===== src/rtl/g3f_period_monitor_pkg.sv =====
// Shared types and constants for the g3f period monitor.
// No logic here: state encoding, core widths and a one-hot helper.
package g3f_period_monitor_pkg;

    localparam int G3F_QW      = 3;
    localparam int G3F_NSTATES = 8;

    typedef enum logic [1:0] {
        ST_IDLE = 2'd0,
        ST_ARM  = 2'd1,
        ST_RUN  = 2'd2,
        ST_DONE = 2'd3
    } state_t;

    function automatic logic [G3F_NSTATES-1:0] state_bit(input logic [G3F_QW-1:0] q);
        return {{(G3F_NSTATES-1){1'b0}}, 1'b1} << q;
    endfunction

endpackage


===== src/rtl/g3f_step_detect.sv =====
// Turns the SE strobe into a step pulse aligned with the core's updated output.
// Latency: step is high one cycle after se was sampled high; no backpressure, frozen while ena=0.
// se_q holds while ena is low, so a resume does not see a stale edge.
module g3f_step_detect (
    input  logic clk,
    input  logic rst_n,
    input  logic ena,
    input  logic se,
    output logic step
);

    logic se_q;

    always_ff @(posedge clk or negedge rst_n) begin
        if (!rst_n) begin
            se_q <= 1'b0;
        end else if (ena) begin
            se_q <= se;
        end
    end

    assign step = se_q & ena;

endmodule


===== src/rtl/g3f_period_monitor.sv =====
// Measures the step count for the g3f core to return to a captured start state.
// Latency: results and done valid the cycle after the returning step; no backpressure, frozen while ena=0.
// Results stay held in DONE until the next ARM capture; start is ignored in ARM/RUN.
module g3f_period_monitor
    import g3f_period_monitor_pkg::*;
#(
    parameter int CNT_W = 8
) (
    input  logic                   clk,
    input  logic                   rst_n,
    input  logic                   ena,
    input  logic                   se,
    input  logic [G3F_QW-1:0]      q_in,
    input  logic [G3F_QW-1:0]      p_in,
    input  logic                   start,
    output logic [CNT_W-1:0]       period,
    output logic [G3F_NSTATES-1:0] visited,
    output logic                   busy,
    output logic                   done,
    output logic                   overflow,
    output logic                   p_mismatch
);

    localparam logic [CNT_W-1:0] CNT_ONE = {{(CNT_W-1){1'b0}}, 1'b1};
    localparam logic [CNT_W-1:0] CNT_MAX = {CNT_W{1'b1}};

    logic                   step;
    state_t                 state, state_nxt;
    logic [G3F_QW-1:0]      ref_q, ref_q_nxt;
    logic [G3F_QW-1:0]      ref_p, ref_p_nxt;
    logic [CNT_W-1:0]       cnt, cnt_nxt, cnt_inc;
    logic [CNT_W-1:0]       period_nxt;
    logic [G3F_NSTATES-1:0] visited_nxt;
    logic                   overflow_nxt;
    logic                   p_mismatch_nxt;

    g3f_step_detect u_step_detect (
        .clk   (clk),
        .rst_n (rst_n),
        .ena   (ena),
        .se    (se),
        .step  (step)
    );

    always_ff @(posedge clk or negedge rst_n) begin
        if (!rst_n) begin
            state      <= ST_IDLE;
            ref_q      <= '0;
            ref_p      <= '0;
            cnt        <= '0;
            period     <= '0;
            visited    <= '0;
            overflow   <= 1'b0;
            p_mismatch <= 1'b0;
        end else if (ena) begin
            state      <= state_nxt;
            ref_q      <= ref_q_nxt;
            ref_p      <= ref_p_nxt;
            cnt        <= cnt_nxt;
            period     <= period_nxt;
            visited    <= visited_nxt;
            overflow   <= overflow_nxt;
            p_mismatch <= p_mismatch_nxt;
        end
    end

    always_comb begin
        state_nxt      = state;
        ref_q_nxt      = ref_q;
        ref_p_nxt      = ref_p;
        cnt_nxt        = cnt;
        cnt_inc        = cnt + CNT_ONE;
        period_nxt     = period;
        visited_nxt    = visited;
        overflow_nxt   = overflow;
        p_mismatch_nxt = p_mismatch;

        case (state)
            ST_IDLE: begin
                if (start) begin
                    state_nxt = ST_ARM;
                end
            end
            ST_ARM: begin
                if (step) begin
                    ref_q_nxt      = q_in;
                    ref_p_nxt      = p_in;
                    visited_nxt    = state_bit(q_in);
                    cnt_nxt        = '0;
                    overflow_nxt   = 1'b0;
                    p_mismatch_nxt = 1'b0;
                    state_nxt      = ST_RUN;
                end
            end
            ST_RUN: begin
                if (step) begin
                    cnt_nxt     = cnt_inc;
                    visited_nxt = visited | state_bit(q_in);
                    // A return on the last countable step still counts as a clean return.
                    if (q_in == ref_q) begin
                        period_nxt     = cnt_inc;
                        p_mismatch_nxt = (p_in != ref_p);
                        state_nxt      = ST_DONE;
                    end else if (cnt_inc == CNT_MAX) begin
                        period_nxt   = CNT_MAX;
                        overflow_nxt = 1'b1;
                        state_nxt    = ST_DONE;
                    end
                end
            end
            ST_DONE: begin
                if (start) begin
                    state_nxt = ST_ARM;
                end
            end
            default: state_nxt = ST_IDLE;
        endcase
    end

    assign busy = (state == ST_ARM) || (state == ST_RUN);
    assign done = (state == ST_DONE);

endmodule


===== config.mk =====
export PLATFORM = sky130hd
export DESIGN_NAME = g3f_period_monitor
export DESIGN_NICKNAME = d
export VERILOG_FILES = /design/src/rtl/g3f_period_monitor_pkg.sv /design/src/rtl/g3f_step_detect.sv /design/src/rtl/g3f_period_monitor.sv
export SDC_FILE = /design/constraint.sdc
export NUM_CORES = 1
export LEC_CHECK = 0
export BUFFER_PORTS_ARGS = -buffer_cell sky130_fd_sc_hd__buf_4
export CORE_MARGIN = 5
export CORE_UTILIZATION = 30
export DETAILED_ROUTE_END_ITERATION = 10
export PLACE_DENSITY_LB_ADDON = 0.08
export SLEW_MARGIN = 20
export SYNTH_ARGS = -nofsm -noshare
export SYNTH_HDL_FRONTEND = slang
export SYNTH_SLANG_ARGS = --single-unit

===== constraint.sdc =====
create_clock -name clk -period 1.8 [get_ports clk]
set_clock_uncertainty 0.1 [all_clocks]
set_input_delay 0.09 -clock clk [delete_from_list [all_inputs] [get_ports clk]]
set_output_delay 0.09 -clock clk [all_outputs]
set_load 0.1 [all_outputs]

==> metrics.md, run 1 <==
| Metric | Value |
|---|---|
| Status | finished clean |
| Leak pwr | between 1 and 1.5 nW |
| CTS tree | done |
| ANT nets after route | 0 |
| DRT iter0 DRCs | 88 |
| Die W | between 80 and 90 um |
| Io pins | 31 |
| Max-Cap Viols | 0 |
| DP Cell Count | 276 |
| Area delta synth->final | 36.7% |
| H-tree levels | 2 |
| Worst min path class | in -> async |
| Nets | 238 |
| DR vias | 1430 |
| Max Slew Vio Count | 0 |
| EDFF count, synth | 0 |
| Mean area per synthesized cell | 10.5 sq um |
| Crit-path max FO | 7 |
| Chip height | 86.5 um |
| Final setup vio count | 0 |
| Vias in the first global route | 1465 |
| Starting density of the core | 31.3% |
| Count leader, synth | dfrtp_1 |
| Post-Place Worst Slack | -0.0360 ns |
| Final WL | 4220 um |
| DR DRC count | 0 |
| Flops & latches, synth | 35 |
| RSZ-0062 raised after global routing | yes |
| Worst Slack Setup Final | 0.0486 ns |
| Antenna Cells | 0 |
| Asr flop ratio synth | between 90% and 100% |
| Post-synthesis sequential area ratio | ~50% |
| Distinct cell type count after synthesis | 34 |
| GP Congestion | 0.771 |
| Tightest Pin Transition | 0.466 ns |
| Synth top area share | between 40% and 50% |
| Ys flop type | dfrtp_1 |
| Root Buffer | clkbuf_8 |
| Cell area power density | 1580 nW/um^2 |
| Die area | 7480 sq um |
| Non-Filler Instances | just under 300 |
| Dominant cell type by area after synthesis | dfrtp_1 |
| Crit path time final | ~1.8 ns |
| Syn_nets | between 150 and 200 |
| Fmax | 571 MHz |
| Initial antenna violation count | 0 |
| Clock-pin slew on the worst setup and hold paths | 0.08 ns |
| Reg2reg path depth | 8 |
| FP Rows | 27 |
| WL/cell | approximately 14 um |
| CP arrival | 1.87 ns |
| Clk_lat worst skew | between 0.2 and 0.3 ns |
| Cell area after layout | 2400 sq um |
| First-pass GRT wire length | around 7200 um |
| Layout cell share with drive strength beyond 1 | 36.0% |
| Core ar. | about 5600 sq um |
| Top cells by area, synth | dfrtp_1, a22o_1, mux2_2 |
| Most frequent cells after synthesis | dfrtp_1, nand2_1, inv_1 |
| Half-perimeter wire length after placement | ~3100 um |
| Crit path to | state[0]$_DFFE_PN0P_ |
| Setup CP Type | in -> reg |
| DR pass1 iterations | 4 |
| Largest net degree at the start of global routing | 36 |
| Critical R2R Capture | period[5]$_DFFE_PN0P_ |
| Overall Power | approximately 3.8 mW |
| CP startpoint kind | primary input |
| Syn Std Cell Area | around 1800 sq um |
| IO buf count | 30 |
| Fillers | 569 |
| DP Area | approximately 2200 sq um |
| Required @ worst endpoint | 1.92 ns |
| Inserted Clock Buffers | 5 |
| Final hold violation count | 0 |
| Tcrit/Tclk final | a little over nine tenths |
| Clock Sinks | 35 |
| Reg2reg setup slack | 0.09 ns |
| Final core occ | 42.7% |
| GRT Overall Usage | 12.3% |
| CP startpoint | q_in[0] |
| Cells after Synth | 167 |
| Global route total overflow | 0 |
| Synth warn | 0 |
| Worst vdd ir | 869 uV |
| CTS max path bufs | 2 |
| Slew HR | 68.9% |
| Critical R2R Launch | cnt[0]$_DFFE_PN0P_ |
| Crit end category | flop |
| Vias per inst | 4.86 |
logic make-up (layout without fill, tap and decap cells):
family                   Yosys count  count (layout)  synth area share (%)
multiplexers                      10              10                  6.21
adder cells (fa/ha/maj)            6               6                  4.28
flip-flops                        35              35                  49.9
AND/OR/NAND/NOR                   44              44                  12.4
XOR/XNOR                          12              12                  5.99
AO/OA/AOI/OAI                     43              43                  17.0
buffers and inverters             17              72                  4.14
final cells by class:
class	instances	area (sq um)	share of cell area, %
Clock buffer	5	68.8	2.87
Multi-Input combinational cell	115	882	36.8
Sequential cell	35	876	36.5
Clock inverter	3	15.0	0.626
Tap cell	72	90.1	3.76
Timing Repair Buffer	52	417	17.4
Inverter	12	48.8	2.04
cell usage in the layout, fill, tap and decap left out, types with 2 or more instances in the layout:
cell           Yosys  routed
mux2i_1            3       3
clkbuf_8           0       5
nor2b_1            2       2
ha_4               0       2
buf_4              0      42
a22o_1            10      10
nor2_2             0       3
clkinv_2           0       3
xor2_1             8       7
nand3_2            1       2
nand3_1            4       3
mux2_2             7       7
dlygate4sd3_1      0       9
a21oi_1            9       5
nor2_1             9       5
dfrtp_1           35      35
o21ai_0           10       9
o22ai_1            4       4
nand2_1           15      15
nand4_1            2       2
ha_1               6       4
nand2b_1           2       2
a21oi_2            1       5
nor3_1             3       3
xnor2_1            4       4
inv_1             12      10
a32o_1             4       4
routing by layer:
layer / share of wire, % / up-vias / GRT usage, %
li1: - / 696 / -
met1: 46 / 715 / 15.3
met2: 50 / 17 / 20.5
met3: 3.4 / 2 / 3.99
met4: 0.47 / 0 / 2.97
met5: 0 / - / 0
power by group:
part	internal, mW	leakage (nW)	switching, mW	total, mW
sequential	0.991	0.461	0.153	1.14
clock	0.265	0.0477	0.289	0.554
combinational	0.646	0.568	1.43	2.08
state kept, by name, summed over array words and instances, names as in the netlist, 2 cells and up:
signal / flops
cnt: 8
period: 8
visited: 8
ref_p: 3
ref_q: 3
state: 2
metrics by stage:
step / TNS (ns) / hold slack [ns]
finish: 0 / 0.196
global route: -0.0940 / 0.230
CTS: 0 / 0.211
detailed placement: -0.121 / -0.0155
global placement: -0.0154 / -0.0261
floorplan: -0.543 / -0.306
critical path, cell delays in order:
cell and delay, ns:
dlygate4sd3_1 0.53, buf_4 0.17, xor2_1 0.17, or3_4 0.41
a21oi_1 0.16, a21o_2 0.14, mux2i_1 0.18
timing repair:
item                       in CTS  in global routing
pin swaps                       1                  6
setup endpoints to repair      15                 16
gates resized for setup         3                 13
cloned                          0                  0
hold buffers                    9                  0
setup buffers                   1                  0
hold endpoints to repair       40                  0
how the worst min path moves through the flow:
stage,to,from,depth (start not counted)
2_1_floorplan,cnt[0]$_DFFE_PN0P_,rst_n,0
3_5_place_dp,cnt[6]$_DFFE_PN0P_,rst_n,1
4_1_cts,cnt[6]$_DFFE_PN0P_,rst_n,2
3_3_place_gp,cnt[6]$_DFFE_PN0P_,rst_n,1
5_1_grt,ref_q[0]$_DFFE_PN0P_,ena,4
6_report,u_step_detect.se_q$_DFFE_PN0P_,rst_n,2
Power figures use the tool's default switching activity.
==> run 2: changes to the inputs <==
- CORE_MARGIN: 5 -> 2
==> run 2 against run 1 <==
Clock power rose by 54%. Critical path depth unchanged. Critical endpoint unchanged. Combinational power about the same. Sequential share of layout area fell by 0.71 points. First-iteration DRC count is 39% lower. Utilization rose by 1.1 points. Power grew 7.9%. Via count down 0.77%. Routed wire length down 1.6%. Worst hold slack improved by 0.0056 ns. Flip-flop and latch count stayed put. Clock-buffer cell count is the same.
==> metrics.md, run 2 (same netlist as run 1, synthesis figures left out) <==
| Metric | Value |
|---|---|
| Status | finished clean (unchanged) |
| Area delta synth->final | 39.4% (was 36.7%) |
| Slew HR | 68.9% (about the same) |
| Tightest Pin Transition | 0.467 ns (was 0.466 ns) |
| ANT nets after route | 0 (unchanged) |
| GP Congestion | 0.756 (was 0.771) |
| DR vias | 1419 (was 1430) |
| DP Cell Count | 276 (unchanged) |
| Initial antenna violation count | 0 (unchanged) |
| Most common cell after layout, fill and taps aside | buf_4 (unchanged) |
| Crit-path max FO | 7 (unchanged) |
| Slowest cell on crit path | dlygate4sd3_1 (unchanged) |
| DR DRC count | 0 (unchanged) |
| Worst path buffer plus inverter count | 2 (unchanged) |
| Min Hold Slack | 0.202 ns (was 0.196 ns) |
| Final hold violation count | 0 (unchanged) |
| Io pins | 31 (unchanged) |
| CP startpoint kind | primary input (unchanged) |
| Reg2reg setup slack | 0.07 ns (was 0.09 ns) |
| CP arrival | 1.87 ns (about the same) |
| Vias in the first global route | 1457 (was 1465) |
| Chip height | 80.5 um (was 86.5 um) |
| Tcrit/Tclk final | 98.5% (was 97.3%) |
| Leak pwr | 1.09 nW (was 1.08 nW) |
| FP Rows | 27 (unchanged) |
| Reg2reg path depth | 7 (was 8) |
| Clk_lat worst skew | 0.28 ns (was 0.29 ns) |
| CP startpoint | q_in[1] (was q_in[0]) |
| Vias per inst | 4.84 (was 4.86) |
| Max incr delay on CP | 0.53 ns (about the same) |
| Switch share | 46.6% (was 49.7%) |
| Max-Cap Viols | 0 (unchanged) |
| Setup CP Type | in -> reg (unchanged) |
| Crit-path cells | dlygate4sd3_1, buf_4, xor2_1, or3_4, a21oi_1, a21o_2, mux2i_1 (unchanged) |
| GRT Overall Usage | 14.0% (was 12.3%) |
| Half-perimeter wire length after placement | 3010 um (was 3110 um) |
| IO buf count | 30 (unchanged) |
| Fmax | 564 MHz (was 571 MHz) |
| Worst path depth | 7 (unchanged) |
| WL/cell | 14.2 um (was 14.3 um) |
| Global route total overflow | 0 (unchanged) |
| Crit path to | state[0]$_DFFE_PN0P_ (unchanged) |
| Commonest non-fill, non-tap cells in the layout | buf_4, dfrtp_1, nand2_1 (unchanged) |
| Critical R2R Launch | cnt[0]$_DFFE_PN0P_ (unchanged) |
| Starting density of the core | 31.5% (was 31.3%) |
| Root Buffer | clkbuf_8 (unchanged) |
| Overall Power | 4.08 mW (was 3.78 mW) |
| Layout cell share with drive strength beyond 1 | 37.1% (was 36.0%) |
| Final WL | 4150 um (was 4220 um) |
| First-pass GRT wire length | 7010 um (was 7200 um) |
| Cell area power density | 1670 nW/um^2 (was 1580 nW/um^2) |
| Setup TNS | 0 ns (unchanged) |
| Die area | 6470 sq um (was 7480 sq um) |
| P_sw | 1.90 mW (was 1.88 mW) |
| Clock-pin slew on the worst setup and hold paths | 0.07 ns (was 0.08 ns) |
| DRT iter0 DRCs | 54 (was 88) |
| Crit end category | flop (unchanged) |
| Largest net degree at the start of global routing | 36 (unchanged) |
| Crit path time final | 1.77 ns (was 1.75 ns) |
| Clock share of power | 20.9% (was 14.7%) |
| DR pass1 iterations | 2 (was 4) |
| Family with the most delay on the worst path | buffers and inverters (unchanged) |
| Antenna Cells | 0 (unchanged) |
| Inserted Clock Buffers | 5 (unchanged) |
| Required @ worst endpoint | 1.90 ns (was 1.92 ns) |
| Final setup vio count | 0 (unchanged) |
| Clock Sinks | 35 (unchanged) |
| Critical R2R Capture | state[0]$_DFFE_PN0P_ (was period[5]$_DFFE_PN0P_) |
| Worst min path class | in -> async (unchanged) |
| Regs by FF count | cnt (8), period (8), visited (8) (unchanged) |
| RSZ-0062 raised after global routing | yes (unchanged) |
| Worst vdd ir | 1170 uV (was 869 uV) |
| Internal Power | 2.18 mW (was 1.90 mW) |
| Power share of the combinational group | 50.9% (was 55.1%) |
| Core ar. | 5570 sq um (was 5610 sq um) |
| CTS max path bufs | 2 (unchanged) |
| Die W | 80.5 um (was 86.5 um) |
| CTS tree | done (unchanged) |
| H-tree levels | 2 (unchanged) |
| Non-Filler Instances | 293 (was 294) |
| Reg power frac | 28.2% (was 30.3%) |
| Nets | 237 (was 238) |
| Max Slew Vio Count | 0 (unchanged) |
run 2: area by class of cell:
| class | count | area [sq um] |
|---|---|---|
| fillers | 566 | 3130 |
| multi-input cells | 115 | 888 |
| flip-flops and latches | 35 | 876 |
| repair buffers | 51 | 405 |
| well taps | 72 | 90.1 |
| clock buffers | 5 | 68.8 |
| clock inverters | 3 | 67.6 |
| inverters | 12 | 48.8 |
run 2: what timing repair did:
item	in CTS	in global routing
setup buffers	0	0
pin swaps	0	6
endpoints found under the setup margin	3	16
hold endpoints to repair	42	0
hold buffers	9	0
gates resized for setup	1	15
run 2: worst min-delay path by stage:
stage / startpoint / to / slack [ns] / cells after the start
after detailed placement: rst_n / cnt[6]$_DFFE_PN0P_ / -0.02 / 1
final: rst_n / cnt[2]$_DFFE_PN0P_ / 0.20 / 2
after global routing: rst_n / overflow$_DFFE_PN0P_ / 0.24 / 2
after floorplan: rst_n / cnt[0]$_DFFE_PN0P_ / -0.31 / 0
after CTS: rst_n / overflow$_DFFE_PN0P_ / 0.22 / 2
after global placement: rst_n / period[4]$_DFFE_PN0P_ / -0.02 / 1
run 2: per-layer routing:
layer | vias to the layer above | GRT usage [%] | routed length, um
li1 | 690 | - | -
met1 | 709 | 16.9 | 1850
met2 | 16 | 24.1 | 2140
met3 | 4 | 3.48 | 129
met4 | 0 | 5.25 | 24
met5 | - | 0 | 0
run 2: power groups by stage:
| stage | Clock, mW | Combinational (mW) | Sequential, mW |
|---|---|---|---|
| after floorplan | 0 | 0.890 | 1.78 |
| after global placement | 0 | 2.01 | 1.14 |
| after detailed placement | 0 | 2.04 | 1.15 |
| after CTS | 0.873 | 2.06 | 1.14 |
| after global routing | 0.919 | 2.21 | 1.18 |
| final | 0.852 | 2.08 | 1.15 |
run 2: stage by stage:
step	utilization (%)	setup WS, ns	area (sq um)
3_3_place_gp	38.7	0.0129	2150
5_1_grt	43.9	-0.0660	2440
3_5_place_dp	38.7	-0.0413	2150
2_1_floorplan	-	-0.271	1780
6_report	43.9	0.0271	2440
4_1_cts	42.8	0.0136	2380
==> run 3: changes to the inputs <==
- CORE_MARGIN: 2 -> 1
- clock period: 1.8 -> 1.65 ns (I/O delays scaled with it)
==> run 3 against run 2 <==
The run now ends with setup timing left. Clock-buffer cell count stayed put. Worst hold slack worse by 0.14 ns. Clock power is 8.6% lower. Non-clock buffer count is 12 higher. Largest cell class unchanged.
==> metrics.md, run 3 (same netlist as run 1, synthesis figures left out) <==
| Metric | Value |
|---|---|
| Status | finished with violations (was finished clean) |
| Failing checks | setup timing |
| ANT nets after route | 0 (unchanged) |
| Regs by FF count | cnt (8), period (8), visited (8) (unchanged) |
| CP startpoint kind | flop (was primary input) |
| Max-Cap Viols | 0 (unchanged) |
| Clock Sinks | 35 (unchanged) |
| Metal1 wirelength | 1870 um (was 1850 um) |
| Met3 routed WL | 113 um (was 129 um) |
| Max Slew Vio Count | 0 (unchanged) |
| CP arrival | 1.75 ns (was 1.87 ns) |
| Crit end category | flop (unchanged) |
| Starting density of the core | 31.5% (unchanged) |
| Clock-pin slew on the worst setup and hold paths | 0.08 ns (was 0.07 ns) |
| Cell area power density | 1720 nW/um^2 (was 1670 nW/um^2) |
| H-tree levels | 2 (unchanged) |
| Reg power frac | 28.6% (was 28.2%) |
| Io pins | 31 (unchanged) |
| DRT iter0 DRCs | 23 (was 54) |
| WL/cell | 14.4 um (was 14.2 um) |
| Worst vdd ir | 1060 uV (was 1170 uV) |
| DR vias | 1475 (was 1419) |
| Worst Slack Setup Final | -0.0331 ns (was 0.0271 ns) |
| Inserted Clock Buffers | 5 (unchanged) |
| Die area | 6160 sq um (was 6470 sq um) |
| Tcrit/Tclk final | 102% |
| Reg2reg path depth | 6 (was 7) |
| Fmax | 594 MHz |
| Layout cell share with drive strength beyond 1 | 42.5% (was 37.1%) |
| Slew HR | 69.6% (was 68.9%) |
| Final WL | 4390 um (was 4150 um) |
| Tightest Pin Transition | 0.456 ns (was 0.467 ns) |
| Global route total overflow | 0 (unchanged) |
| Switch share | 47.3% (was 46.6%) |
| Clk_lat worst skew | 0.29 ns (was 0.28 ns) |
| Met2 wire len | 2360 um (was 2140 um) |
| DR pass1 iterations | 4 (was 2) |
| WHS Path Cells | 3 |
| Core ar. | 5570 sq um (unchanged) |
| Leak pwr | 1.16 nW (was 1.09 nW) |
| Root Buffer | clkbuf_8 (unchanged) |
| Initial antenna violation count | 0 (unchanged) |
| Fillers | 560 (was 566) |
| IO buf count | 30 (unchanged) |
| CTS tree | done (unchanged) |
| Nets | 249 (was 237) |
| Post-Place Worst Slack | -0.130 ns (was -0.0413 ns) |
| CTS max path bufs | 2 (unchanged) |
| Non-Filler Instances | 305 (was 293) |
| Clock share of power | 17.5% (was 20.9%) |
| DR DRC count | 0 (unchanged) |
| GRT Overall Usage | 16.3% (was 14.0%) |
| P_sw | 2.11 mW (was 1.90 mW) |
| Power share of the combinational group | 53.9% (was 50.9%) |
| Vias in the first global route | 1613 (was 1457) |
| Top Metal Used | met4 (unchanged) |
| FP Rows | 27 (unchanged) |
| Crit-path max FO | 8 (was 7) |
| Half-perimeter wire length after placement | 3050 um (was 3010 um) |
| Reg2reg setup slack | -0.03 ns (was 0.07 ns) |
| DP Cell Count | 284 (was 276) |
| Final hold violation count | 0 (unchanged) |
| Commonest non-fill, non-tap cells in the layout | buf_4, dfrtp_1, nand2_1 (unchanged) |
| Most common cell after layout, fill and taps aside | buf_4 (unchanged) |
| Vias per inst | 4.84 (about the same) |
| Setup TNS | -0.200 ns (was 0 ns) |
| Required @ worst endpoint | 1.72 ns (was 1.90 ns) |
| Die W | 78.5 um (was 80.5 um) |
| Worst min path class | in -> reg (was in -> async) |
| GP Congestion | 0.722 (was 0.756) |
| Area delta synth->final | 47.3% (was 39.4%) |
| Crit path time final | 1.68 ns |
| Antenna Cells | 0 (unchanged) |
| Largest net degree at the start of global routing | 36 (unchanged) |
| Min Hold Slack | 0.0657 ns (was 0.202 ns) |
| RSZ-0062 raised after global routing | yes (unchanged) |
| Internal Power | 2.35 mW (was 2.18 mW) |
| Final setup vio count | 9 (was 0) |
| Chip height | 78.5 um (was 80.5 um) |
| Setup CP Type | reg -> reg (was in -> reg) |
| First-pass GRT wire length | 7670 um (was 7010 um) |
[run 3: changes by cell type in the layout (fill, tap and decap cells not counted), moves of 2 or more]
cell / change
o21ai_0: -2
a21oi_2: -4
or2_4: +2
a21oi_1: +3
buf_4: +10
or2_2: -2
dfrtp_2: +3
dfrtp_1: -3
[run 3: area by class of cell]
cell class	instances	area (sq um)	share of cell area (%)
multi-input combinational	115	951	36.8
sequential	35	880	34.0
timing repair buffer	63	502	19.4
tap	72	90.1	3.49
clock buffer	5	68.8	2.66
inverter	12	48.8	1.89
clock inverter	3	43.8	1.69
[run 3: what timing repair did]
| item | 4_1_cts | 5_1_grt |
|---|---|---|
| hold endpoints to repair | 45 | 0 |
| pin swaps | 5 | 8 |
| setup endpoints to repair | 22 | 22 |
| hold buffers | 10 | 0 |
| gates cloned | 0 | 0 |
| setup buffers | 3 | 0 |
| gates resized for setup | 14 | 13 |
[run 3: final timing paths]
check | endpoint | start
hold / removal | visited[4]$_DFFE_PN0P_ | q_in[1]
max in group asynchronous | cnt[0]$_DFFE_PN0P_ | rst_n
min in group asynchronous | period[4]$_DFFE_PN0P_ | rst_n
setup / recovery | period[0]$_DFFE_PN0P_ | cnt[1]$_DFFE_PN0P_
setup reg to reg | period[0]$_DFFE_PN0P_ | cnt[1]$_DFFE_PN0P_
hold reg to reg | visited[7]$_DFFE_PN0P_ | visited[7]$_DFFE_PN0P_
[run 3: per-stage QoR]
step           power [mW]  util [%]  area (sq um)
2_1_floorplan        2.94         -          1800
3_3_place_gp         3.53      40.1          2240
3_5_place_dp         3.56      40.1          2240
5_1_grt              4.70      46.4          2580
6_report             4.45      46.4          2580
4_1_cts              4.48      45.2          2520
[run 3: layer usage]
metal / GRT usage, % / up-vias
met1: 18.2 / 734
met5: 0 / -
met3: 3.84 / 6
met4: 4.44 / 0
met2: 30.6 / 17
li1: - / 718
[run 3: power groups by stage]
stage          Combinational [mW]  Sequential (mW)  Clock, mW
4_1_cts                      2.39             1.27      0.817
2_1_floorplan               0.984             1.96          0
3_5_place_dp                 2.27             1.28          0
3_3_place_gp                 2.26             1.27          0
5_1_grt                      2.54             1.31      0.844
6_report                     2.40             1.27      0.779
[run 3: worst max-delay path, cell delays in order, from the launching register on]
cell and delay [ns]:
dfrtp_1 0.42, ha_4 0.21, nand2b_4 0.13, o21ai_2 0.05, a31o_4 0.24, a21oi_4 0.28
a21oi_1 0.12
